--- src/rtl/parking_gate_arbiter.sv ---
// parking_gate_arbiter: shares one barrier gate between the entry and exit
// requesters of a single-lane car park and tracks lot occupancy from the
// lane sensor pulses.
// Optional build macro: OCC_PRELOAD_EN adds load_en/load_val for a manual recount.
// rst_n is asynchronous and ACTIVE-HIGH despite its name.
module parking_gate_arbiter #(
  parameter int CAPACITY  = 8,
  parameter int CNT_W     = 4,
  parameter int TIMEOUT   = 16,
  parameter int CLOSE_CYC = 4
) (
  input  logic             clk,
  input  logic             rst_n,
  input  logic             req_in,
  input  logic             req_out,
  input  logic             entering,
  input  logic             exiting,
`ifdef OCC_PRELOAD_EN
  input  logic             load_en,
  input  logic [CNT_W-1:0] load_val,
`endif
  output logic             gate_open,
  output logic             grant_in,
  output logic             grant_out,
  output logic [CNT_W-1:0] occupancy,
  output logic             full,
  output logic             empty,
  output logic             timeout,
  output logic             err
);

  // One timer serves both the open-wait and the closing hold-off.
  localparam int TMR_MAX = (TIMEOUT > CLOSE_CYC) ? TIMEOUT : CLOSE_CYC;
  localparam int TMR_W   = $clog2(TMR_MAX + 1);

  localparam logic DIR_IN  = 1'b1;
  localparam logic DIR_OUT = 1'b0;

  typedef enum logic [1:0] {
    IDLE     = 2'd0,
    OPEN_IN  = 2'd1,
    OPEN_OUT = 2'd2,
    CLOSING  = 2'd3
  } state_t;

  state_t             state, state_nxt;
  logic [TMR_W-1:0]   timer, timer_nxt;
  logic               last_dir, last_dir_nxt;
  logic               in_ok;
  logic               open_hit;
  logic               close_hit;
  logic [CNT_W-1:0]   occ_nxt;
  logic               err_set;

  assign in_ok     = req_in && !full;
  assign open_hit  = (timer == TMR_W'(TIMEOUT - 1));
  assign close_hit = (timer == TMR_W'(CLOSE_CYC - 1));

  // Moore gate controls decoded straight from the state register.
  assign gate_open = (state == OPEN_IN) || (state == OPEN_OUT);
  assign grant_in  = (state == OPEN_IN);
  assign grant_out = (state == OPEN_OUT);

  // Flag the last open cycle when the served car has not passed.
  assign timeout = open_hit &&
                   (((state == OPEN_IN) && !entering) ||
                    ((state == OPEN_OUT) && !exiting));

  // Next-state, timer and round-robin direction.
  always_comb begin
    state_nxt    = state;
    timer_nxt    = timer;
    last_dir_nxt = last_dir;
    case (state)
      IDLE: begin
        if (in_ok && (!req_out || (last_dir == DIR_OUT))) begin
          state_nxt    = OPEN_IN;
          last_dir_nxt = DIR_IN;
          timer_nxt    = '0;
        end else if (req_out) begin
          state_nxt    = OPEN_OUT;
          last_dir_nxt = DIR_OUT;
          timer_nxt    = '0;
        end
      end
      OPEN_IN: begin
        if (entering || open_hit) begin
          state_nxt = CLOSING;
          timer_nxt = '0;
        end else begin
          timer_nxt = timer + TMR_W'(1);
        end
      end
      OPEN_OUT: begin
        if (exiting || open_hit) begin
          state_nxt = CLOSING;
          timer_nxt = '0;
        end else begin
          timer_nxt = timer + TMR_W'(1);
        end
      end
      CLOSING: begin
        if (close_hit) begin
          state_nxt = IDLE;
          timer_nxt = '0;
        end else begin
          timer_nxt = timer + TMR_W'(1);
        end
      end
      default: begin
        state_nxt = IDLE;
        timer_nxt = '0;
      end
    endcase
  end

  // Occupancy update: sensors are truth, saturate at both ends and flag it.
  always_comb begin
    occ_nxt = occupancy;
    err_set = 1'b0;
    if (entering && !exiting) begin
      if (full) err_set = 1'b1;
      else      occ_nxt = occupancy + CNT_W'(1);
    end else if (exiting && !entering) begin
      if (empty) err_set = 1'b1;
      else       occ_nxt = occupancy - CNT_W'(1);
    end
`ifdef OCC_PRELOAD_EN
    if (load_en) begin
      if (load_val > CNT_W'(CAPACITY)) begin
        occ_nxt = CNT_W'(CAPACITY);
        err_set = 1'b1;
      end else begin
        occ_nxt = load_val;
        err_set = 1'b0;
      end
    end
`endif
  end

  // State, timer and occupancy registers; full/empty track the new count.
  always_ff @(posedge clk or posedge rst_n) begin
    if (rst_n) begin
      state     <= IDLE;
      timer     <= '0;
      last_dir  <= DIR_OUT;
      occupancy <= '0;
      full      <= 1'b0;
      empty     <= 1'b1;
      err       <= 1'b0;
    end else begin
      state     <= state_nxt;
      timer     <= timer_nxt;
      last_dir  <= last_dir_nxt;
      occupancy <= occ_nxt;
      full      <= (occ_nxt == CNT_W'(CAPACITY));
      empty     <= (occ_nxt == '0);
      err       <= err | err_set;
    end
  end

endmodule
--- config.mk ---
export PLATFORM = sky130hd
export DESIGN_NAME = parking_gate_arbiter
export DESIGN_NICKNAME = d
export VERILOG_FILES = /design/src/rtl/parking_gate_arbiter.sv
export SDC_FILE = /design/constraint.sdc
export NUM_CORES = 1
export LEC_CHECK = 0
export BUFFER_PORTS_ARGS = -buffer_cell sky130_fd_sc_hd__buf_4
export CAP_MARGIN = 0
export CORE_MARGIN = 2
export CORE_UTILIZATION = 49
export DETAILED_ROUTE_END_ITERATION = 8
export HOLD_SLACK_MARGIN = 0.1
export PLACE_DENSITY = 0.79
export SLEW_MARGIN = 40
export SYNTH_ARGS = -nofsm -noshare
export SYNTH_HDL_FRONTEND = slang
export SYNTH_SLANG_ARGS = --single-unit
--- constraint.sdc ---
create_clock -name clk -period 1.9 [get_ports clk]
set_clock_uncertainty 0.2 [all_clocks]
set_input_delay 0.095 -clock clk [delete_from_list [all_inputs] [get_ports clk]]
set_output_delay 0.095 -clock clk [all_outputs]
set_load 0.005 [all_outputs]
==> results.cfg, run 1 <==
[status]
status = complete, no violations

[synth]
ys_seq_area_share_pct = 38.1
yosysTopAreaCellShare_pct = 35.4
yosys.area.top_type = dfrtp_1
synth_area_per_cell_um2 = 9.61
synth_most_common_cell = dfrtp_1
synth_fp_nets = 118
ys_warn_count = 0
syn_inst = 103
synth-edff-count = 0
synthTopCellsByCount = 14 x dfrtp_1, 11 x inv_1, 9 x ha_1, 9 x nand2_1
synthTopCellsByArea = dfrtp_1 35%, ha_1 11%, inv_1 4.2%, nand2_1 3.4%, mux2i_1 3.0%
synth_flop_cell = dfrtp_1
ys_seq_elements = 15
synth_cell_types = 37
synth_area_um2 = 990
ys_async_sr_fraction_pct = 100

[critical_path]
regToRegSetupSlack_ns = 0.06
worstPathArrival_ns = 1.57
r2r_cells = 5
crit_top_cell = ha_2
cpPeakStageDelay_ns = 0.42
cp.required_ns = 1.60
critical_path_class = reg -> out
crit_path_cell_trace = ha_2 -> and3_1 -> ha_2 -> a21boi_2 -> buf_4
r2r_end = timer[3]
critPathMaxFanout = 4
reg2reg_from = timer[0]
slowest_stage = dfrtp_1
worstSetupEndpointType = primary output
crit_path_start_kind = register

[cts]
numCtsBuffers = 3
clk_latency_ns = 0.28
cts_sinks = 15
root_buffer = clkbuf_4
cts_tree = done
h-tree-depth = 1
clk_path_buf_depth = 2
clk_pin_slew_worst_paths_ns = 0.09

[global_route]
grt.total_usage_pct = 18.6
grt_pass1_wl_um = 3510
grt_pass1_vias = 794
grt_max_degree = 16
antenna_found_initial = 0
grt-ovfl-total = 0

[pwr]
p_leak_nw = 0.585
vdd.ir_drop.worst_v = 0.000945
powerDensity_nw_per_um2 = 1290
seq_power_share_pct = 32.5
combPwrFrac_pct = 56.3
p_switching_mw = 0.657
clockPowerShare_pct = 11.2
power.total_mw = 1.62
switching_share_pct = 40.5
p_int_mw = 0.966

[min_path]
min_path_type = in -> async

[routing]
vias = 840
viasPerCell = 5.38
avgRoutedWirePerCell_um = 13.3
drt-total-wl_um = 2080
drtPass1Iterations = 4
first_iter_violations = 11
drc = 0
final_antenna_net_count = 0

[die]
die_area_um2 = 2400
num_io_pins = 17
rows = 16
coreArea_um2 = 1940
die_w_um = 48.9
start_util_pct = 51.0
die_h_um = 48.9

[cells_and_area]
seq_area_um2 = 377
multiInputGateArea_um2 = 579
area_growth_pct = 27.3
final_cell_area_um2 = 1260
drive_gt1_share_pct = 24.8
fill_cells = 171
fin_nets = 145
final_util_pct = 64.9
antenna_cells = 0

[timing]
fin_ws_ns = 0.0343
maxSlewViolCount = 0
fin_tns_setup_ns = 0
max_slew_margin_pct = 60.5
max_slew.worst_pin.slew_ns = 0.591
finalCritPeriodShare_pct = 98.2
timing.fmax_mhz = 536
final_hold_viol_count = 0
period_needed_ns = 1.87
setup_violations = 0
rsz0062_at_grt = yes

[placement]
hpwl_um = 1450
place_congestion = 0.822
port_buffers = 16
placed_area_um2 = 1130
dpl_worst_slack_ns = 0.0368

[run]
maxCapViolations = 0
layout make-up:
type                       count  share of cell area (%)
timing repair buffer          25                    16.1
tap                           27                    2.68
sequential                    15                    29.9
clock buffer                   4                    2.09
multi-input combinational     74                    46.0
inverter                      11                    3.28
kinds of logic (layout without fill, tap and decap cells):
group / after synthesis / in the layout / share of synthesized area, %
XOR/XNOR: 1 / 1 / 0.885
multiplexers: 3 / 3 / 3.03
adder cells (fa/ha/maj): 9 / 9 / 11.4
AND/OR/NAND/NOR: 39 / 39 / 23.9
buffers and inverters: 14 / 40 / 6.95
flip-flops: 15 / 15 / 38.1
AO/OA/AOI/OAI: 22 / 22 / 15.8
through the flow:
stage,hold WS (ns),cells
after floorplan,-0.204,103
after global placement,-0.0124,145
after detailed placement,-0.00439,145
after CTS,0.242,155
after global routing,0.304,156
final,0.233,156
cell usage in the layout, fill, tap and decap left out, types with 2 or more instances in the layout:
cell type | synthesis | layout
dlygate4sd3_1 | 0 | 6
mux2i_1 | 3 | 3
dfrtp_1 | 14 | 14
o21a_1 | 3 | 3
ha_2 | 0 | 2
buf_4 | 0 | 19
ha_1 | 9 | 7
clkbuf_4 | 0 | 3
nand2_1 | 9 | 9
inv_1 | 11 | 11
and3_1 | 3 | 3
nor3_1 | 4 | 4
nor2b_1 | 4 | 4
and4bb_1 | 2 | 2
o21ai_0 | 4 | 3
nand3_1 | 2 | 2
nor2_1 | 4 | 4
o21ai_1 | 1 | 2
nand2b_1 | 3 | 3
o211ai_1 | 3 | 3
power groups by stage:
stage	Clock [mW]	Sequential [mW]	Combinational, mW
floorplan	0	0.535	0.524
global placement	0	0.522	0.814
detailed placement	0	0.528	0.835
CTS	0.187	0.522	0.848
global route	0.202	0.541	1.01
finish	0.182	0.527	0.914
how the worst max path moves through the flow:
stage,startpoint,end,slack (ns),cells past startpoint
CTS,timer[0],timeout,0.004,5
finish,timer[0],timeout,0.03,5
detailed placement,occupancy[0],full,0.04,6
global placement,occupancy[0],full,0.06,6
global route,timer[0],timer[3],-0.04,5
floorplan,occupancy[0],full,0.05,6
what timing repair did:
item                       in CTS  in global routing
setup endpoints to repair       1                  9
resized for setup               1                  8
hold buffers                    6                  0
hold endpoints to repair       21                  0
setup buffers                   0                  1
flip-flops by register name, summed over array words and instances (netlist names):
register / flops
empty: 1
state: 2
full: 1
timer: 5
occupancy: 4
last_dir: 1
err: 1
critical path: cells and delay by family (launching register included):
kind                     cells  cell delay, ns
AND/OR/NAND/NOR              1            0.18
flip-flops                   1            0.42
buffers and inverters        1            0.14
adder cells (fa/ha/maj)      2            0.40
AO/OA/AOI/OAI                1            0.16
layer usage:
layer	vias to the layer above	part of all wire, %	wire length, um	global-route usage (%)
li1	419	-	-	-
met1	405	49	1010	25.8
met2	12	48	994	29.5
met3	4	1.7	36	1.84
met4	0	1.8	37	8.57
met5	-	0	0	0
No activity file was read; power rests on OpenSTA's default activity.
==> run 2, diff against run 1 <==
==> constraint.sdc (replaced) <==
create_clock -name clk -period 1.9 [get_ports clk]
set_clock_uncertainty 0.2 [all_clocks]
set_input_delay 0.38 -clock clk [delete_from_list [all_inputs] [get_ports clk]]
set_output_delay 0.38 -clock clk [all_outputs]
set_load 0.005 [all_outputs]
==> run 2 against run 1 <==
  * The run now ends with negative setup slack left
  * Sequential cell count stayed put
  * Highest routed layer unchanged
  * Largest cell class unchanged
  * Worst setup slack worse by 0.23 ns
  * Non-clock buffer count is 6 higher
  * Hold slack worse by 0.034 ns
  * Sequential share of layout area is 2.9 points lower
  * Via count is 8.2% higher
  * First-iteration DRC count is 100% higher
  * Maximum frequency is 11% lower
  * Die area stayed put
==> results.cfg, run 2 (same netlist as run 1, synthesis figures left out) <==
[placement]
port_buffers = 16
dpl_worst_slack_ns = -0.00407
hpwl_um = 1630
place_congestion = 0.838

[die]
die_area_um2 = 2400
die_h_um = 48.9
die_w_um = 48.9
start_util_pct = 51.0
rows = 16
coreArea_um2 = 1940
num_io_pins = 17

[critical_path]
crit_path_cell_trace = ha_2 -> and3_4 -> ha_4 -> a21boi_2 -> buf_4
slowest_stage = dfrtp_1
worstPathArrival_ns = 1.51
cpPeakStageDelay_ns = 0.40
path_buf_inv = 1
worstSetupEndpointType = primary output
regToRegSetupSlack_ns = -0.09
cp.required_ns = 1.32
cp_top_family = flip-flops
crit_path_start_kind = register
critical_path_class = reg -> out
critPathMaxFanout = 3

[cells_and_area]
reg_top3 = timer: 5 flops, occupancy: 4 flops, state: 2 flops
top_register = timer
area_growth_pct = 40.8
drive_gt1_share_pct = 40.0
fin_nets = 151
largest_register_ffs = 5
final_cell_mix = 26 x buf_4, 14 x dfrtp_1, 9 x inv_1, 9 x nand2_1, 5 x ha_1
mostFrequentLayoutCell = buf_4
final_util_pct = 71.8
antenna_cells = 0
fill_cells = 152

[pwr]
vdd.ir_drop.worst_v = 0.00106
power.total_mw = 1.95
p_leak_nw = 0.635
powerDensity_nw_per_um2 = 1400

[cts]
root_buffer = clkbuf_4
h-tree-depth = 1
clk_path_buf_depth = 2
clk_pin_slew_worst_paths_ns = 0.09
cts_sinks = 15
clk_latency_ns = 0.30
cts_tree = done
numCtsBuffers = 3

[status]
violations = negative setup slack
status = finished, violations left

[global_route]
grt_pass1_wl_um = 4020
antenna_found_initial = 0
grt_pass1_vias = 846
grt-ovfl-total = 0
grt_max_degree = 16
grt.total_usage_pct = 22.1

[routing]
viasPerCell = 5.61
drc = 0
avgRoutedWirePerCell_um = 16.3
drtPass1Iterations = 4
vias = 909
drt-total-wl_um = 2640
final_antenna_net_count = 0
first_iter_violations = 22

[timing]
maxSlewViolCount = 0
max_slew.worst_pin.slew_ns = 0.607
rsz0062_at_grt = yes
max_slew_margin_pct = 59.5
finalCritPeriodShare_pct = 110
whs_ns = 0.198
timing.fmax_mhz = 478
final_hold_viol_count = 0
fin_ws_ns = -0.194
setup_violations = 4
period_needed_ns = 2.09

[min_path]
min_path_type = in -> reg

[run]
maxCapViolations = 0
run 2: layout make-up:
type | instances | area [um^2] | area share, %
multi-input cells | 74 | 666 | 47.8
flip-flops and latches | 15 | 377 | 27.0
repair buffers | 31 | 250 | 18.0
inverters | 11 | 41.3 | 2.96
well taps | 27 | 33.8 | 2.42
clock buffers | 4 | 26.3 | 1.89
run 2: repair_timing:
item / CTS / global route
resized for setup: 9 / 22
pin swaps: 5 / 10
buffers inserted: 6 / 5
endpoints found under the setup margin: 3 / 10
hold buffers: 1 / 0
endpoints found under the hold margin: 14 / 0
run 2: metrics by stage:
step / setup TNS, ns / instances / area, um^2
6_report: -0.306 / 162 / 1390
5_1_grt: -0.810 / 162 / 1390
3_3_place_gp: 0 / 147 / 1150
4_1_cts: -0.156 / 157 / 1250
3_5_place_dp: -0.00407 / 147 / 1150
2_1_floorplan: 0 / 103 / 990
run 2: final timing paths:
path / start / to / depth (start not counted)
max in group asynchronous: rst_n / occupancy[2] / 3
min in group asynchronous: rst_n / timer[1] / 3
setup / recovery: timer[0] / timeout / 5
setup reg to reg: timer[0] / timer[3] / 8
hold / removal: exiting / err / 2
hold reg to reg: err / err / 2
run 2: metal layers:
layer	GRT usage, %	vias up	wire length (um)	share of wire, %
met5	0	-	0	0
met4	12.4	0	67	2.5
met3	3.37	7	160	6.1
met2	33.3	35	1270	48
met1	30.3	437	1140	43
li1	-	430	-	-
run 2: worst reg2reg max path: cells and delay by family (launching register included):
family,cells,cell delay (ns)
AOI/OAI and AO/OA,3,0.52
DFF,1,0.40
adders and majority gates,2,0.36
buffers and inverters,2,0.23
and+or+nand+nor,1,0.19
run 2: power breakdown:
part / internal (mW) / switching, mW
sequential: 0.430 / 0.113
clock: 0.0819 / 0.112
combinational: 0.630 / 0.583
==> run 3, diff against run 2 <==
--- a/config.mk
+++ b/config.mk
@@ -12,6 +12,7 @@
 export DETAILED_ROUTE_END_ITERATION = 8
 export HOLD_SLACK_MARGIN = 0.1
 export PLACE_DENSITY = 0.79
+export SETUP_SLACK_MARGIN = 0.15
 export SLEW_MARGIN = 40
 export SYNTH_ARGS = -nofsm -noshare
 export SYNTH_HDL_FRONTEND = slang
==> run 3 against run 2 <==
  * Count of clock-buffer cells in the layout decreased by 1
  * Via count decreased by 2.1%
  * Maximum frequency increased by 2.4%
  * Critical path depth unchanged
  * Combinational power increased by 12%
  * Power increased by 7.9%
  * Non-clock buffer count decreased by 1
  * The run still ends with negative setup slack left
  * Highest routed layer unchanged
  * Sequential power increased by 3.7%
==> results.cfg, run 3 (same netlist as run 1, synthesis figures left out) <==
[cells_and_area]
final_cell_mix = 20 x buf_4, 13 x dfrtp_1, 9 x nand2_1, 9 x buf_6
finalNonFillerCells = 161
top_register = timer
reg_top3 = timer: 5 flops, occupancy: 4 flops, state: 2 flops
largest_register_ffs = 5
area_growth_pct = 47.7
drive_gt1_share_pct = 49.3
fin_nets = 150
mostFrequentLayoutCell = buf_4
antenna_cells = 0

[timing]
fin_ws_ns = -0.145
rsz0062_at_grt = yes
period_needed_ns = 2.04
setup_violations = 1
max_slew.worst_pin.slew_ns = 0.576
timing.fmax_mhz = 489
final_hold_viol_count = 0
fin_tns_setup_ns = -0.145
max_slew_margin_pct = 61.5
finalCritPeriodShare_pct = 108
maxSlewViolCount = 0

[routing]
drt-total-wl_um = 2560
viasPerCell = 5.53
final_antenna_net_count = 0
drtPass1Iterations = 4
vias = 890
avgRoutedWirePerCell_um = 15.9
drc = 0
first_iter_violations = 16

[min_path]
min_path_type = in -> reg
holdPathStages = 2

[critical_path]
worstPathArrival_ns = 1.46
worstSetupEndpointType = primary output
slowest_stage = dfrtp_1
crit_path_cell_trace = ha_2 -> and3_4 -> ha_4 -> a21boi_4 -> buf_6
r2r_cells = 7
crit_path_start_kind = register
cp.required_ns = 1.32
cpPeakStageDelay_ns = 0.40
critPathMaxFanout = 2
critical_path_class = reg -> out

[placement]
port_buffers = 16
place_congestion = 0.848
hpwl_um = 1530
dp.cells = 146

[pwr]
powerDensity_nw_per_um2 = 1440
vdd.ir_drop.worst_v = 0.00104
p_leak_nw = 0.638

[die]
start_util_pct = 51.0
die_area_um2 = 2400
die_w_um = 48.9
coreArea_um2 = 1940
num_io_pins = 17
rows = 16
die_h_um = 48.9

[cts]
clk_pin_slew_worst_paths_ns = 0.10
h-tree-depth = 1
cts_sinks = 15
numCtsBuffers = 3
clk_path_buf_depth = 2
clk_latency_ns = 0.30
root_buffer = clkbuf_4
cts_tree = done

[status]
status = finished, violations left
violations = negative setup slack

[global_route]
grt_max_degree = 16
antenna_found_initial = 0
grt_pass1_vias = 870
grt-ovfl-total = 0
grt_pass1_wl_um = 3990
grt.total_usage_pct = 21.8

[run]
maxCapViolations = 0
[run 3: cell count changes in the layout (fill, tap and decap cells not counted), sizes merged]
cell	change
buf	-1
clkinv	+1
clkbuf	-1
[run 3: path summary, 6_finish.rpt]
kind / slack, ns / end / start
max: -0.14 / timeout / timer[0]
min: 0.19 / err / exiting
max reg2reg: 0.01 / state[1] / timer[1]
min reg2reg: 0.31 / err / err
max in group asynchronous: 0.60 / occupancy[1] / rst_n
min in group asynchronous: 0.50 / state[0] / rst_n
[run 3: metal layers]
layer	GRT usage, %	part of all wire [%]	vias to the layer above
li1	-	-	428
met1	27.3	45	436
met2	37.4	50	22
met3	4.29	3.2	4
met4	7.14	1.6	0
met5	0	0	-
[run 3: layout make-up]
class                   count  area, um^2
clock buffers               3        22.5
inverters                  11        43.8
multi-input cells          74         717
fillers                   127         480
repair buffers             30         262
well taps                  27        33.8
flip-flops and latches     15         378
clock inverters             1        5.00
[run 3: report_power, final]
group          total, mW  internal, mW  leakage, nW  switching [mW]
logic               1.35         0.726        0.439           0.624
registers          0.563         0.433        0.181           0.131
clock network      0.191        0.0785       0.0177           0.112
total               2.10          1.24        0.638           0.867
[run 3: critical path: cells and delay by family, from the launching register on]
kind	cells	cell delay, ns
flops	1	0.40
fa+ha+maj	2	0.34
simple gates	1	0.18
compound gates	1	0.13
buf+inv	1	0.12
[run 3: through the flow]
step / hold slack [ns] / total power, mW / util (%) / cell area, um^2 / setup WS [ns]
final: 0.193 / 2.10 / 75.3 / 1460 / -0.145
after global routing: 0.190 / 2.24 / 75.3 / 1460 / -0.206
after CTS: 0.195 / 1.83 / 69.0 / 1340 / -0.136
after detailed placement: 0.273 / 1.40 / 59.1 / 1150 / 0.0577
after global placement: 0.269 / 1.36 / 59.1 / 1150 / 0.0896
after floorplan: 0.0807 / 1.07 / - / 998 / 0.137
[run 3: repair_timing]
action / CTS / global route
setup endpoints to repair: 11 / 15
pin swaps: 10 / 9
setup buffers: 8 / 2
endpoints found under the hold margin: 14 / 0
hold buffers: 1 / 0
gates resized for setup: 21 / 26
